===== config.mk =====
export PLATFORM = sky130hd
export DESIGN_NAME = multicycle_sequencer
export DESIGN_NICKNAME = d
export VERILOG_FILES = /design/src/rtl/multicycle_sequencer.sv
export SDC_FILE = /design/constraint.sdc
export NUM_CORES = 1
export LEC_CHECK = 0
export CAP_MARGIN = 40
export CORE_AREA = 2 2 77 79
export DETAILED_ROUTE_END_ITERATION = 12
export DIE_AREA = 0 0 79 81
export HOLD_SLACK_MARGIN = 0.06
export PLACE_DENSITY = 0.8
export SLEW_MARGIN = 20
export SYNTH_ARGS = -nofsm -noshare
export SYNTH_HDL_FRONTEND = slang
export SYNTH_SLANG_ARGS = --single-unit

===== constraint.sdc =====
create_clock -name clk -period 2.4 [get_ports clk]
set_input_delay 0.48 -clock clk [delete_from_list [all_inputs] [get_ports clk]]
set_output_delay 0.48 -clock clk [all_outputs]
set_load 0.01 [all_outputs]

===== src/rtl/multicycle_sequencer.sv =====
// -----------------------------------------------------------------------------
// multicycle_sequencer
//   Control FSM for a multicycle RV32I core. It sequences fetch, decode,
//   execute, an optional multicycle mul/div wait, memory access, write-back,
//   trap entry and WFI sleep. It produces register write enables, memory
//   command strobes and the trap cause / trap value selection. Datapath
//   select decode lives elsewhere; this block only sequences.
//
//   Build option: define MULDIV_EN to route OP/funct7=0000001 through the
//   MULDIV wait state. Without it those encodings are illegal instructions.
//
// Ports
//   clk, reset_n            clock, asynchronous active-low reset
//   instruction             latched instruction register
//   next_pc                 computed next PC (only [1:0] used, alignment)
//   mem_ready/valid/error   memory handshake; error qualified by valid
//   misaligned              load/store address misaligned
//   irq_pending, irq_enable level interrupt requests, global enable
//   muldiv_done             multicycle unit result ready
//   *_we                    register write enables
//   mem_enable/command      issue a memory command, 0 = read, 1 = write
//   mem_addr_from_exec      memory address from execute result
//   muldiv_start            start pulse to the multicycle unit
//   handle_trap, exit_trap  trap entry / MRET strobes
//   exception, exception_cause, trap_value_type  trap status registers
//   retired                 one pulse per retired instruction
//   debug_state             current FSM state
// -----------------------------------------------------------------------------
module multicycle_sequencer #(
  parameter int NUM_IRQ        = 4,
  parameter int IRQ_CAUSE_BASE = 16,
  parameter int MEM_TIMEOUT    = 255
) (
  input  logic               clk,
  input  logic               reset_n,
  input  logic [31:0]        instruction,
  input  logic [31:0]        next_pc,
  input  logic               mem_ready,
  input  logic               mem_valid,
  input  logic               mem_error,
  input  logic               misaligned,
  input  logic [NUM_IRQ-1:0] irq_pending,
  input  logic               irq_enable,
  input  logic               muldiv_done,
  output logic               instruction_we,
  output logic               execute_we,
  output logic               load_we,
  output logic               pc_we,
  output logic               rf_we,
  output logic               mem_enable,
  output logic               mem_command,
  output logic               mem_addr_from_exec,
  output logic               muldiv_start,
  output logic               handle_trap,
  output logic               exit_trap,
  output logic               exception,
  output logic [30:0]        exception_cause,
  output logic               trap_value_type,
  output logic               retired,
  output logic [2:0]         debug_state
);

  typedef enum logic [2:0] {
    S_FETCH      = 3'd0,
    S_DECODE     = 3'd1,
    S_EXECUTE    = 3'd2,
    S_MULDIV     = 3'd3,
    S_MEMORY     = 3'd4,
    S_WRITE_BACK = 3'd5,
    S_TRAP       = 3'd6,
    S_WFI        = 3'd7
  } state_t;

  localparam int CNT_W = (MEM_TIMEOUT < 2) ? 1 : $clog2(MEM_TIMEOUT + 1);
  localparam int IDX_W = (NUM_IRQ < 2) ? 1 : $clog2(NUM_IRQ);
  localparam bit TIMEOUT_ON = (MEM_TIMEOUT != 0);
  // The counter holds the number of completed wait cycles, so the last
  // allowed wait cycle is the one that sees MEM_TIMEOUT-1.
  localparam int TO_LAST = TIMEOUT_ON ? MEM_TIMEOUT - 1 : 0;
  localparam logic [CNT_W-1:0] TO_LAST_C = CNT_W'(TO_LAST);

  localparam logic [30:0] CAUSE_INSN_MISALIGN = 31'd0;
  localparam logic [30:0] CAUSE_FETCH_FAULT   = 31'd1;
  localparam logic [30:0] CAUSE_ILLEGAL       = 31'd2;
  localparam logic [30:0] CAUSE_BREAKPOINT    = 31'd3;
  localparam logic [30:0] CAUSE_LOAD_MISALIGN = 31'd4;
  localparam logic [30:0] CAUSE_LOAD_FAULT    = 31'd5;
  localparam logic [30:0] CAUSE_STORE_MISALIGN= 31'd6;
  localparam logic [30:0] CAUSE_STORE_FAULT   = 31'd7;
  localparam logic [30:0] CAUSE_ECALL_M       = 31'd11;

  state_t            state_q, state_d;
  logic              exc_q, exc_d;
  logic [30:0]       cause_q, cause_d;
  logic              tval_q, tval_d;
  logic [CNT_W-1:0]  cnt_q, cnt_d;
  logic              pend_q, pend_d;   // memory command outstanding

  // ---------------------------------------------------------------------------
  // Instruction classification
  // ---------------------------------------------------------------------------
  logic [6:0] opcode, funct7;
  logic [2:0] funct3;
  assign opcode = instruction[6:0];
  assign funct3 = instruction[14:12];
  assign funct7 = instruction[31:25];

  logic is_lui, is_auipc, is_jal, is_jalr, is_branch, is_load, is_store;
  logic is_op_imm, is_op, is_fence, is_system;
  logic is_ecall, is_ebreak, is_mret, is_wfi, is_csr, is_mop;
  logic shift_bad, op_bad, system_bad, illegal, writes_rd;

  assign is_lui    = (opcode == 7'b0110111);
  assign is_auipc  = (opcode == 7'b0010111);
  assign is_jal    = (opcode == 7'b1101111);
  assign is_jalr   = (opcode == 7'b1100111);
  assign is_branch = (opcode == 7'b1100011);
  assign is_load   = (opcode == 7'b0000011);
  assign is_store  = (opcode == 7'b0100011);
  assign is_op_imm = (opcode == 7'b0010011);
  assign is_op     = (opcode == 7'b0110011);
  assign is_fence  = (opcode == 7'b0001111);
  assign is_system = (opcode == 7'b1110011);

  assign is_ecall  = (instruction == 32'h0000_0073);
  assign is_ebreak = (instruction == 32'h0010_0073);
  assign is_mret   = (instruction == 32'h3020_0073);
  assign is_wfi    = (instruction == 32'h1050_0073);
  assign is_csr    = is_system && (funct3 != 3'b000) && (funct3 != 3'b100);
  assign is_mop    = is_op && (funct7 == 7'b0000001);

  // Immediate shifts carry funct7 in the upper immediate bits; only the
  // logical (0000000) and arithmetic right (0100000) forms exist.
  assign shift_bad = is_op_imm &&
                     (((funct3 == 3'b001) && (funct7 != 7'b0000000)) ||
                      ((funct3 == 3'b101) && (funct7 != 7'b0000000) &&
                       (funct7 != 7'b0100000)));
  assign op_bad    = is_op && !((funct7 == 7'b0000000) || is_mop ||
                      ((funct7 == 7'b0100000) &&
                       ((funct3 == 3'b000) || (funct3 == 3'b101))));
  assign system_bad = is_system &&
                      !(is_ecall || is_ebreak || is_mret || is_wfi || is_csr);

`ifdef MULDIV_EN
  assign illegal = !(is_lui || is_auipc || is_jal || is_jalr || is_branch ||
                     is_load || is_store || is_op_imm || is_op || is_fence ||
                     is_system) || shift_bad || op_bad || system_bad;
`else
  assign illegal = !(is_lui || is_auipc || is_jal || is_jalr || is_branch ||
                     is_load || is_store || is_op_imm || is_op || is_fence ||
                     is_system) || shift_bad || op_bad || system_bad || is_mop;
`endif

  assign writes_rd = is_lui || is_auipc || is_jal || is_jalr || is_load ||
                     is_op || is_op_imm || is_csr;

  // ---------------------------------------------------------------------------
  // Interrupt priority: lowest set index wins
  // ---------------------------------------------------------------------------
  logic [IDX_W-1:0] irq_idx;
  always_comb begin
    irq_idx = '0;
    for (int i = NUM_IRQ - 1; i >= 0; i--) begin
      if (irq_pending[i]) irq_idx = IDX_W'(i);
    end
  end

  logic [30:0] irq_cause;
  assign irq_cause = 31'(IRQ_CAUSE_BASE) + 31'(irq_idx);

  // ---------------------------------------------------------------------------
  // Memory handshake helpers shared by FETCH and MEMORY
  // ---------------------------------------------------------------------------
  logic mem_issue, mem_resp, mem_wait, mem_expire;
  assign mem_issue  = mem_ready && !pend_q;
  assign mem_resp   = pend_q && mem_valid;
  assign mem_wait   = pend_q && !mem_valid;
  assign mem_expire = TIMEOUT_ON && mem_wait && (cnt_q == TO_LAST_C);

  // ---------------------------------------------------------------------------
  // State and status registers
  // ---------------------------------------------------------------------------
  always_ff @(posedge clk or negedge reset_n) begin
    if (!reset_n) begin
      state_q <= S_FETCH;
      exc_q   <= 1'b0;
      cause_q <= '0;
      tval_q  <= 1'b0;
      cnt_q   <= '0;
      pend_q  <= 1'b0;
    end else begin
      state_q <= state_d;
      exc_q   <= exc_d;
      cause_q <= cause_d;
      tval_q  <= tval_d;
      cnt_q   <= cnt_d;
      pend_q  <= pend_d;
    end
  end

  // ---------------------------------------------------------------------------
  // Next state and strobes
  // ---------------------------------------------------------------------------
  logic        take_trap;
  logic [30:0] trap_cause;
  logic        trap_tval;

  always_comb begin
    state_d            = state_q;
    exc_d              = exc_q;
    cause_d            = cause_q;
    tval_d             = tval_q;
    cnt_d              = cnt_q;
    pend_d             = pend_q;
    take_trap          = 1'b0;
    trap_cause         = '0;
    trap_tval          = 1'b0;
    instruction_we     = 1'b0;
    execute_we         = 1'b0;
    load_we            = 1'b0;
    pc_we              = 1'b0;
    rf_we              = 1'b0;
    mem_enable         = 1'b0;
    mem_command        = 1'b0;
    mem_addr_from_exec = 1'b0;
    handle_trap        = 1'b0;
    exit_trap          = 1'b0;
    retired            = 1'b0;
`ifdef MULDIV_EN
    muldiv_start       = 1'b0;
`endif

    // Strobes are combinational, so they are forced quiet while in reset.
    if (reset_n) begin
      case (state_q)
        S_FETCH: begin
          exc_d   = 1'b0;
          cause_d = '0;
          tval_d  = 1'b0;
          if (mem_issue) begin
            mem_enable = 1'b1;
            pend_d     = 1'b1;
            cnt_d      = '0;
          end else if (mem_resp) begin
            if (mem_error) begin
              take_trap  = 1'b1;
              trap_cause = CAUSE_FETCH_FAULT;
            end else begin
              instruction_we = 1'b1;
              state_d        = S_DECODE;
            end
          end else if (mem_expire) begin
            take_trap  = 1'b1;
            trap_cause = CAUSE_FETCH_FAULT;
          end else if (mem_wait && TIMEOUT_ON) begin
            cnt_d = cnt_q + CNT_W'(1);
          end
        end

        S_DECODE: begin
          if (irq_enable && (|irq_pending)) begin
            take_trap  = 1'b1;
            trap_cause = irq_cause;
          end else begin
            state_d = S_EXECUTE;
          end
        end

        S_EXECUTE: begin
          execute_we = 1'b1;
          if (illegal) begin
            take_trap  = 1'b1;
            trap_cause = CAUSE_ILLEGAL;
          end else if (is_ecall) begin
            take_trap  = 1'b1;
            trap_cause = CAUSE_ECALL_M;
          end else if (is_ebreak) begin
            take_trap  = 1'b1;
            trap_cause = CAUSE_BREAKPOINT;
          end else if (is_load || is_store) begin
            state_d = S_MEMORY;
          end else if (is_wfi) begin
            state_d = S_WFI;
`ifdef MULDIV_EN
          end else if (is_mop) begin
            muldiv_start = 1'b1;
            state_d      = S_MULDIV;
`endif
          end else begin
            state_d = S_WRITE_BACK;
          end
        end

        S_MULDIV: begin
`ifdef MULDIV_EN
          if (muldiv_done) begin
            execute_we = 1'b1;
            state_d    = S_WRITE_BACK;
          end
`else
          state_d = S_FETCH;
`endif
        end

        S_MEMORY: begin
          mem_addr_from_exec = 1'b1;
          if (misaligned) begin
            // Checked before any issue so a misaligned access never
            // reaches the bus.
            take_trap  = 1'b1;
            trap_cause = is_store ? CAUSE_STORE_MISALIGN : CAUSE_LOAD_MISALIGN;
            trap_tval  = 1'b1;
          end else if (mem_issue) begin
            mem_enable  = 1'b1;
            mem_command = is_store;
            pend_d      = 1'b1;
            cnt_d       = '0;
          end else if (mem_resp) begin
            if (mem_error) begin
              take_trap  = 1'b1;
              trap_cause = is_store ? CAUSE_STORE_FAULT : CAUSE_LOAD_FAULT;
            end else begin
              load_we = is_load;
              state_d = S_WRITE_BACK;
            end
          end else if (mem_expire) begin
            take_trap  = 1'b1;
            trap_cause = is_store ? CAUSE_STORE_FAULT : CAUSE_LOAD_FAULT;
          end else if (mem_wait && TIMEOUT_ON) begin
            cnt_d = cnt_q + CNT_W'(1);
          end
        end

        S_WRITE_BACK: begin
          // An untaken branch has next_pc = pc + 4, which is always aligned,
          // so checking every branch is equivalent to checking taken ones.
          if ((is_jal || is_jalr || is_branch) && (next_pc[1:0] != 2'b00)) begin
            take_trap  = 1'b1;
            trap_cause = CAUSE_INSN_MISALIGN;
          end else begin
            pc_we     = 1'b1;
            retired   = 1'b1;
            rf_we     = writes_rd;
            exit_trap = is_mret;
            state_d   = S_FETCH;
          end
        end

        S_TRAP: begin
          pc_we       = 1'b1;
          handle_trap = 1'b1;
          state_d     = S_FETCH;
        end

        S_WFI: begin
          if (|irq_pending) state_d = S_WRITE_BACK;
        end

        default: state_d = S_FETCH;
      endcase
    end

    if (take_trap) begin
      state_d = S_TRAP;
      exc_d   = 1'b1;
      cause_d = trap_cause;
      tval_d  = trap_tval;
    end

    // Leaving a state abandons any access bookkeeping.
    if (state_d != state_q) begin
      cnt_d  = '0;
      pend_d = 1'b0;
    end
  end

`ifndef MULDIV_EN
  assign muldiv_start = 1'b0;
  logic unused_muldiv;
  assign unused_muldiv = muldiv_done;
`endif

  logic unused_pc;
  assign unused_pc = ^next_pc[31:2];

  assign exception       = exc_q;
  assign exception_cause = cause_q;
  assign trap_value_type = tval_q;
  assign debug_state     = state_q;

endmodule

Word level (Yosys, flattened, before mapping)
Cells that the tools add are included.
{"block": "totals", "ff_bits": 45, "input_bits": 76, "out_inout_bits": 48, "elab_cells": 213}
{"block": "classes", "add_sub_neg": 2, "n_eq_ne": 31, "mux": 110, "n_reduce_logical": 64}
{"op": "2-to-1 mux 31 bit", "count": 9}
{"op": "case mux 31 bit (4 select lines)", "count": 1}
{"op": "2-to-1 mux 1 bit", "count": 58}
{"op": "2-to-1 mux 8 bit", "count": 7}
{"op": "2-to-1 mux 3 bit", "count": 17}
{"op": "== test 32 x 21 -> 1 bit, second input constant", "count": 1}
{"op": "== test 32 x 29 -> 1 bit, second input constant", "count": 1}
{"op": "== test 32 x 30 -> 1 bit, second input constant", "count": 1}
{"op": "== test 32 x 7 -> 1 bit, second input constant", "count": 1}
{"op": "logical OR 1 bit", "count": 29}
{"op": "== test 7 x 6 -> 1 bit, second input constant", "count": 4}
{"op": "== test 7 bit, second input constant", "count": 4}
{"op": "case mux 3 bit (7 select lines)", "count": 1}
{"op": "2-to-1 mux 2 bit", "count": 9}
{"op": "logical AND 1 bit", "count": 16}
{"op": "case mux 8 bit (2 select lines)", "count": 1}
{"op": "== test 3 bit, second input constant", "count": 5}
{"op": "== test 7 x 5 -> 1 bit, second input constant", "count": 2}
{"op": "adder 8 x 1 -> 8 bit, second input constant", "count": 1}
{"op": "== test 8 bit, second input constant", "count": 1}
{"op": "2-to-1 mux 4 bit", "count": 2}
{"op": "nonzero test 2 bit", "count": 4}
{"op": "== test 7 x 1 -> 1 bit, second input constant", "count": 1}
{"op": "== test 7 x 2 -> 1 bit, second input constant", "count": 1}
{"op": "19 further kinds", "count": 30}

Depth between registers and ports, before layout
{"block": "logic_depth", "ltp_word": 23, "ltp_mapped": 9, "depth_no_buf": 8}

Worst setup path after synthesis
No wires, ideal clock.
{"block": "synth_timing", "path_kind": "reg2out", "startpoint": "reg state_q[2], in the netlist debug_state[2]", "endpoint": "out load_we", "arrival_ps": 1637, "required_time_ps": 1920, "setup_slack_ps": 283, "stages_incl_launch_ff": 7, "n_path_buf": 2, "path_cell_list": "dfrtp_1 > buf_6 > clkbuf_1 > and3_1 > and2_1 > nand2_1 > nor4_1"}
{"block": "synth_between", "elab_chain_len": 3}
{"item": "start, declared", "line": "92", "rtl": "state_t state_q, state_d;"}
{"item": "start signal, assigned", "line": "192", "rtl": "state_q <= state_d;"}
{"item": "== test 3 bit", "line": "235", "rtl": "case (state_q)"}
{"item": "2-to-1 mux 1 bit", "line": "235"}
{"item": "2-to-1 mux 1 bit", "line": "234", "rtl": "if (reset_n) begin"}
{"item": "end, declared", "line": "47", "rtl": "output logic load_we,"}
No other way between the ends.

Worst setup path after layout
{"block": "layout_timing", "startpoint": "in instruction[7]", "endpoint": "out exit_trap"}
{"block": "layout_between", "elab_chain_len": 4}
{"item": "start, declared", "line": "36", "rtl": "input logic [31:0] instruction,"}
{"item": "== test 32 x 30 -> 1 bit", "line": "127", "rtl": "assign is_mret = (instruction == 32'h3020_0073);"}
{"item": "2-to-1 mux 1 bit", "line": "337", "rtl": "if ((is_jal || is_jalr || is_branch) && (next_pc[1:0] != 2'b00)) begin"}
{"item": "2-to-1 mux 1 bit", "line": "235"}
{"item": "2-to-1 mux 1 bit", "line": "234"}
{"item": "end, declared", "line": "55", "rtl": "output logic exit_trap,"}
No other way between the ends.

==> results by group <==
Run status
  • Status: completed

GRT
  • GRT Resource Usage Total: 19.4%
  • First-pass GRT wire length: 10100 um
  • Initial antenna violation count: 0
  • Largest net degree at the start of global routing: 11
  • Total grt overflow: 0
  • Number of global-route vias before repair: 2282

STA
  • Final hold violation count: 0
  • Final setup fails: 0
  • Highest Clock Rate: 0.418 GHz
  • Slew @ Worst Pin: 0.584 ns
  • Unrepaired setup endpoints after global routing: yes
  • Clock skew: 0.000998 ns
  • Minimum clock period: 2.39 ns
  • Fin worst setup slack: 0.00826 ns
  • Relative slew slack: 60.5%
  • Period utilization: 99.7%
  • Slew Limit Fails: 0

Finish
  • Final instance area: 3310 um2
  • Fillcell total: 497
  • Util after Layout: 58.3%
  • ANT cells: 0
  • Commonest cells after routing, fill and taps aside: 64 x buf_4, 41 x clkdlybuf4s50_1, 27 x conb_1, 26 x nand2_1, 19 x nor2_1
  • Commonest non-fill, non-tap cell in the layout: buf_4
  • Multi-input logic area: 1490 um2
  • FF/Latch Area: 477 um2
  • Final layout net count: 462
  • Share of cells above drive strength 1: 30.5%
  • P&R area growth vs syn: 59.8%

Yosys
  • Synth top area share: 22.9%
  • Synth Warn #: 0
  • Fraction of registers with async set/reset: 100%
  • Netlist cell types: 64
  • FF+latch count, synth: 19
  • Syn_area_per_cell: 8.03 um2
  • Mux share of post-synthesis cell area: 2.90%
  • Synthesized area: 2070 um2
  • Synth area leader: dfrtp_1
  • Largest cells by area after synthesis: dfrtp_1 23%, buf_4 9.8%, nand2_1 4.9%
  • Adder-Cell Fraction of Synth Area: 1.21%
  • Sequential area share after synthesis: 22.9%
  • Cells after Synth: 258
  • Ys flop type: dfrtp_1
  • Compound-cell area share of the yosys netlist: 19.8%
  • Main combinational cell family by area after synthesis: simple AND/OR/NAND/NOR gates
  • Xor and xnor area share after synthesis: 0.845%
  • Post-synth EDFFs: 0
  • Synth Area in Simple Gates: 37.4%

Power
  • Static Leakage: 1.51 nW
  • Peak supply drop: 0.357 mV
  • Total chip power: 1.91 mW
  • Cell Pwr Density: 577 nW/um2

Detailed routing
  • Pre-antenna DRT Iters: 4
  • Final wirelength: 6520 um
  • ANT nets after route: 0
  • Vias: 2369
  • Drt drc: 0
  • Iter 0 DRT Violations: 120
  • Via/cell ratio: 5.17
  • Wirelength per Cell: 14.2 um

Setup path
  • Critical path cell sequence: clkdlybuf4s50_1 > nor4_2 > nand4_1 > and4bb_4 > and4_1 > buf_2
  • Worst path bufs/invs: 2
  • R2R setup slack: 0.30 ns
  • CP Depth: 6
  • Family with the most delay on the worst path: simple AND/OR/NAND/NOR gates
  • Max stage delay on crit path: 0.43 ns
  • FF-to-FF End: cnt_q[5]
  • Worst setup SP type: input pin
  • CP Class: input pin to primary output
  • Worst R2R Start: debug_state[0]
  • Worst EP required: 1.92 ns
  • R2R cell count: 8
  • Critical Path Sink: exit_trap
  • Worst Setup SP: instruction[7]
  • Worst path slowest cell: clkdlybuf4s50_1
  • Arr. time, crit path: 1.91 ns
  • Critical path peak fanout: 2
  • CP endpoint kind: primary output

Clock tree
  • Clock Path Buffers: 2
  • Clock sink count: 19
  • Inserted Clock Buffers: 3
  • Root buffer cell: clkbuf_8
  • H-Tree Level Count: 1
  • CTS tree: yes
  • Post-CTS Hold Buffers: 0
  • CTS clk-pin slew, worst paths: 0.07 ns
  • Skew-Pair Late Insertion Delay: 0.25 ns

Floorplan
  • Core Footprint: 5680 um2
  • Die W: 79 um
  • Num rows: 28
  • Io pins: 124
  • Area of the die: 6400 um2
  • Initial core utilization: 36.5%
  • Die span in y: 81 um

Place
  • Post-DP Area: 3120 um2
  • IO Port Bufs: 65
  • Pre-CTS setup slack: -0.566 ns
  • Post-DP HPWL: 5050 um
  • Final Wtd Congestion: 0.929

Job
  • Max Cap Viol: 0

Hold path
  • Worst hold path type: input pin to async pin
synthesized netlist by cell type (all sizes together), types with 2 or more instances:
cell type,count
and3,2
nor4,5
inv,10
nand4,4
o211a,3
clkbuf,3
nand2b,9
dfrtp,19
and2,3
nor3b,4
nor4b,2
a31oi,2
or3,4
nand2,27
mux2i,6
o311ai,2
o21a,2
and4,2
nor3,21
ha,2
a21oi,9
o2111ai,2
o21ai,13
buf,34
nand3b,2
a22oi,6
o31ai,2
nor2b,5
nor2,19
o21bai,3
nand3,9
and4bb,3
metrics by stage:
stage          setup TNS, ns  hold slack (ns)  instances
6_report                   0            0.401        458
5_1_grt              -0.0709            0.408        458
2_1_floorplan              0            0.184        284
4_1_cts               -0.250            0.389        457
3_5_place_dp           -9.70            0.469        449
3_3_place_gp           -8.48            0.463        449
registers in the layout, summed over array words and instances, names as in the netlist:
signal and count:
exception 1, cnt_q 8, exception_cause 5, trap_value_type 1, pend_q 1, debug_state 3
timing repair:
item / 4_1_cts / 5_1_grt
cloned: 0 / 0
buffers inserted: 4 / 1
pin swaps: 8 / 12
endpoints found under the setup margin: 25 / 24
gates resized for setup: 44 / 23
power by group:
| group | internal (mW) | total (mW) | leakage [nW] | switching, mW |
|---|---|---|---|---|
| clock | 0.118 | 0.227 | 0.0228 | 0.109 |
| combinational | 0.640 | 1.23 | 1.24 | 0.590 |
| sequential | 0.387 | 0.454 | 0.254 | 0.0676 |
| total | 1.15 | 1.91 | 1.51 | 0.767 |
cells by family after synthesis:
| family | Yosys count |
|---|---|
| buf+inv | 47 |
| xor+xnor | 2 |
| mux | 6 |
| flops | 19 |
| other cells | 1 |
| compound gates | 56 |
| fa+ha+maj | 2 |
| simple gates | 125 |
area by class of cell:
| type | instances | share of cell area (%) |
|---|---|---|
| Clock buffer | 4 | 1.36 |
| Inverter | 10 | 1.13 |
| Multi-Input combinational cell | 218 | 45.0 |
| Sequential cell | 19 | 14.4 |
| Tap cell | 75 | 2.83 |
| Timing Repair Buffer | 132 | 35.3 |
worst register-to-register path, delay by kind of cell (launching register included):
| family | cells | cell delay (ns) |
|---|---|---|
| buffers and inverters | 2 | 0.34 |
| AOI/OAI and AO/OA | 3 | 0.67 |
| and+or+nand+nor | 3 | 0.49 |
| DFF | 1 | 0.47 |
worst min path at each step:
stage                         start              to  slack [ns]  cells after the start
after floorplan             reset_n        cnt_q[0]        0.18                      0
after global placement    exception       exception        0.46                      1
after detailed placement  exception       exception        0.47                      1
after CTS                   reset_n  debug_state[1]        0.39                      2
after global routing        reset_n        cnt_q[2]        0.41                      2
final                       reset_n  debug_state[1]        0.40                      2
metal layers:
layer	wire length [um]	global-route usage (%)	up-vias	share of wire, %
li1	-	-	1142	-
met1	2710	23.8	1117	42
met2	3380	36.2	98	52
met3	319	1.56	12	4.9
met4	112	5.52	0	1.7
met5	0	0	-	0
No activity file was read; power rests on OpenSTA's default activity.
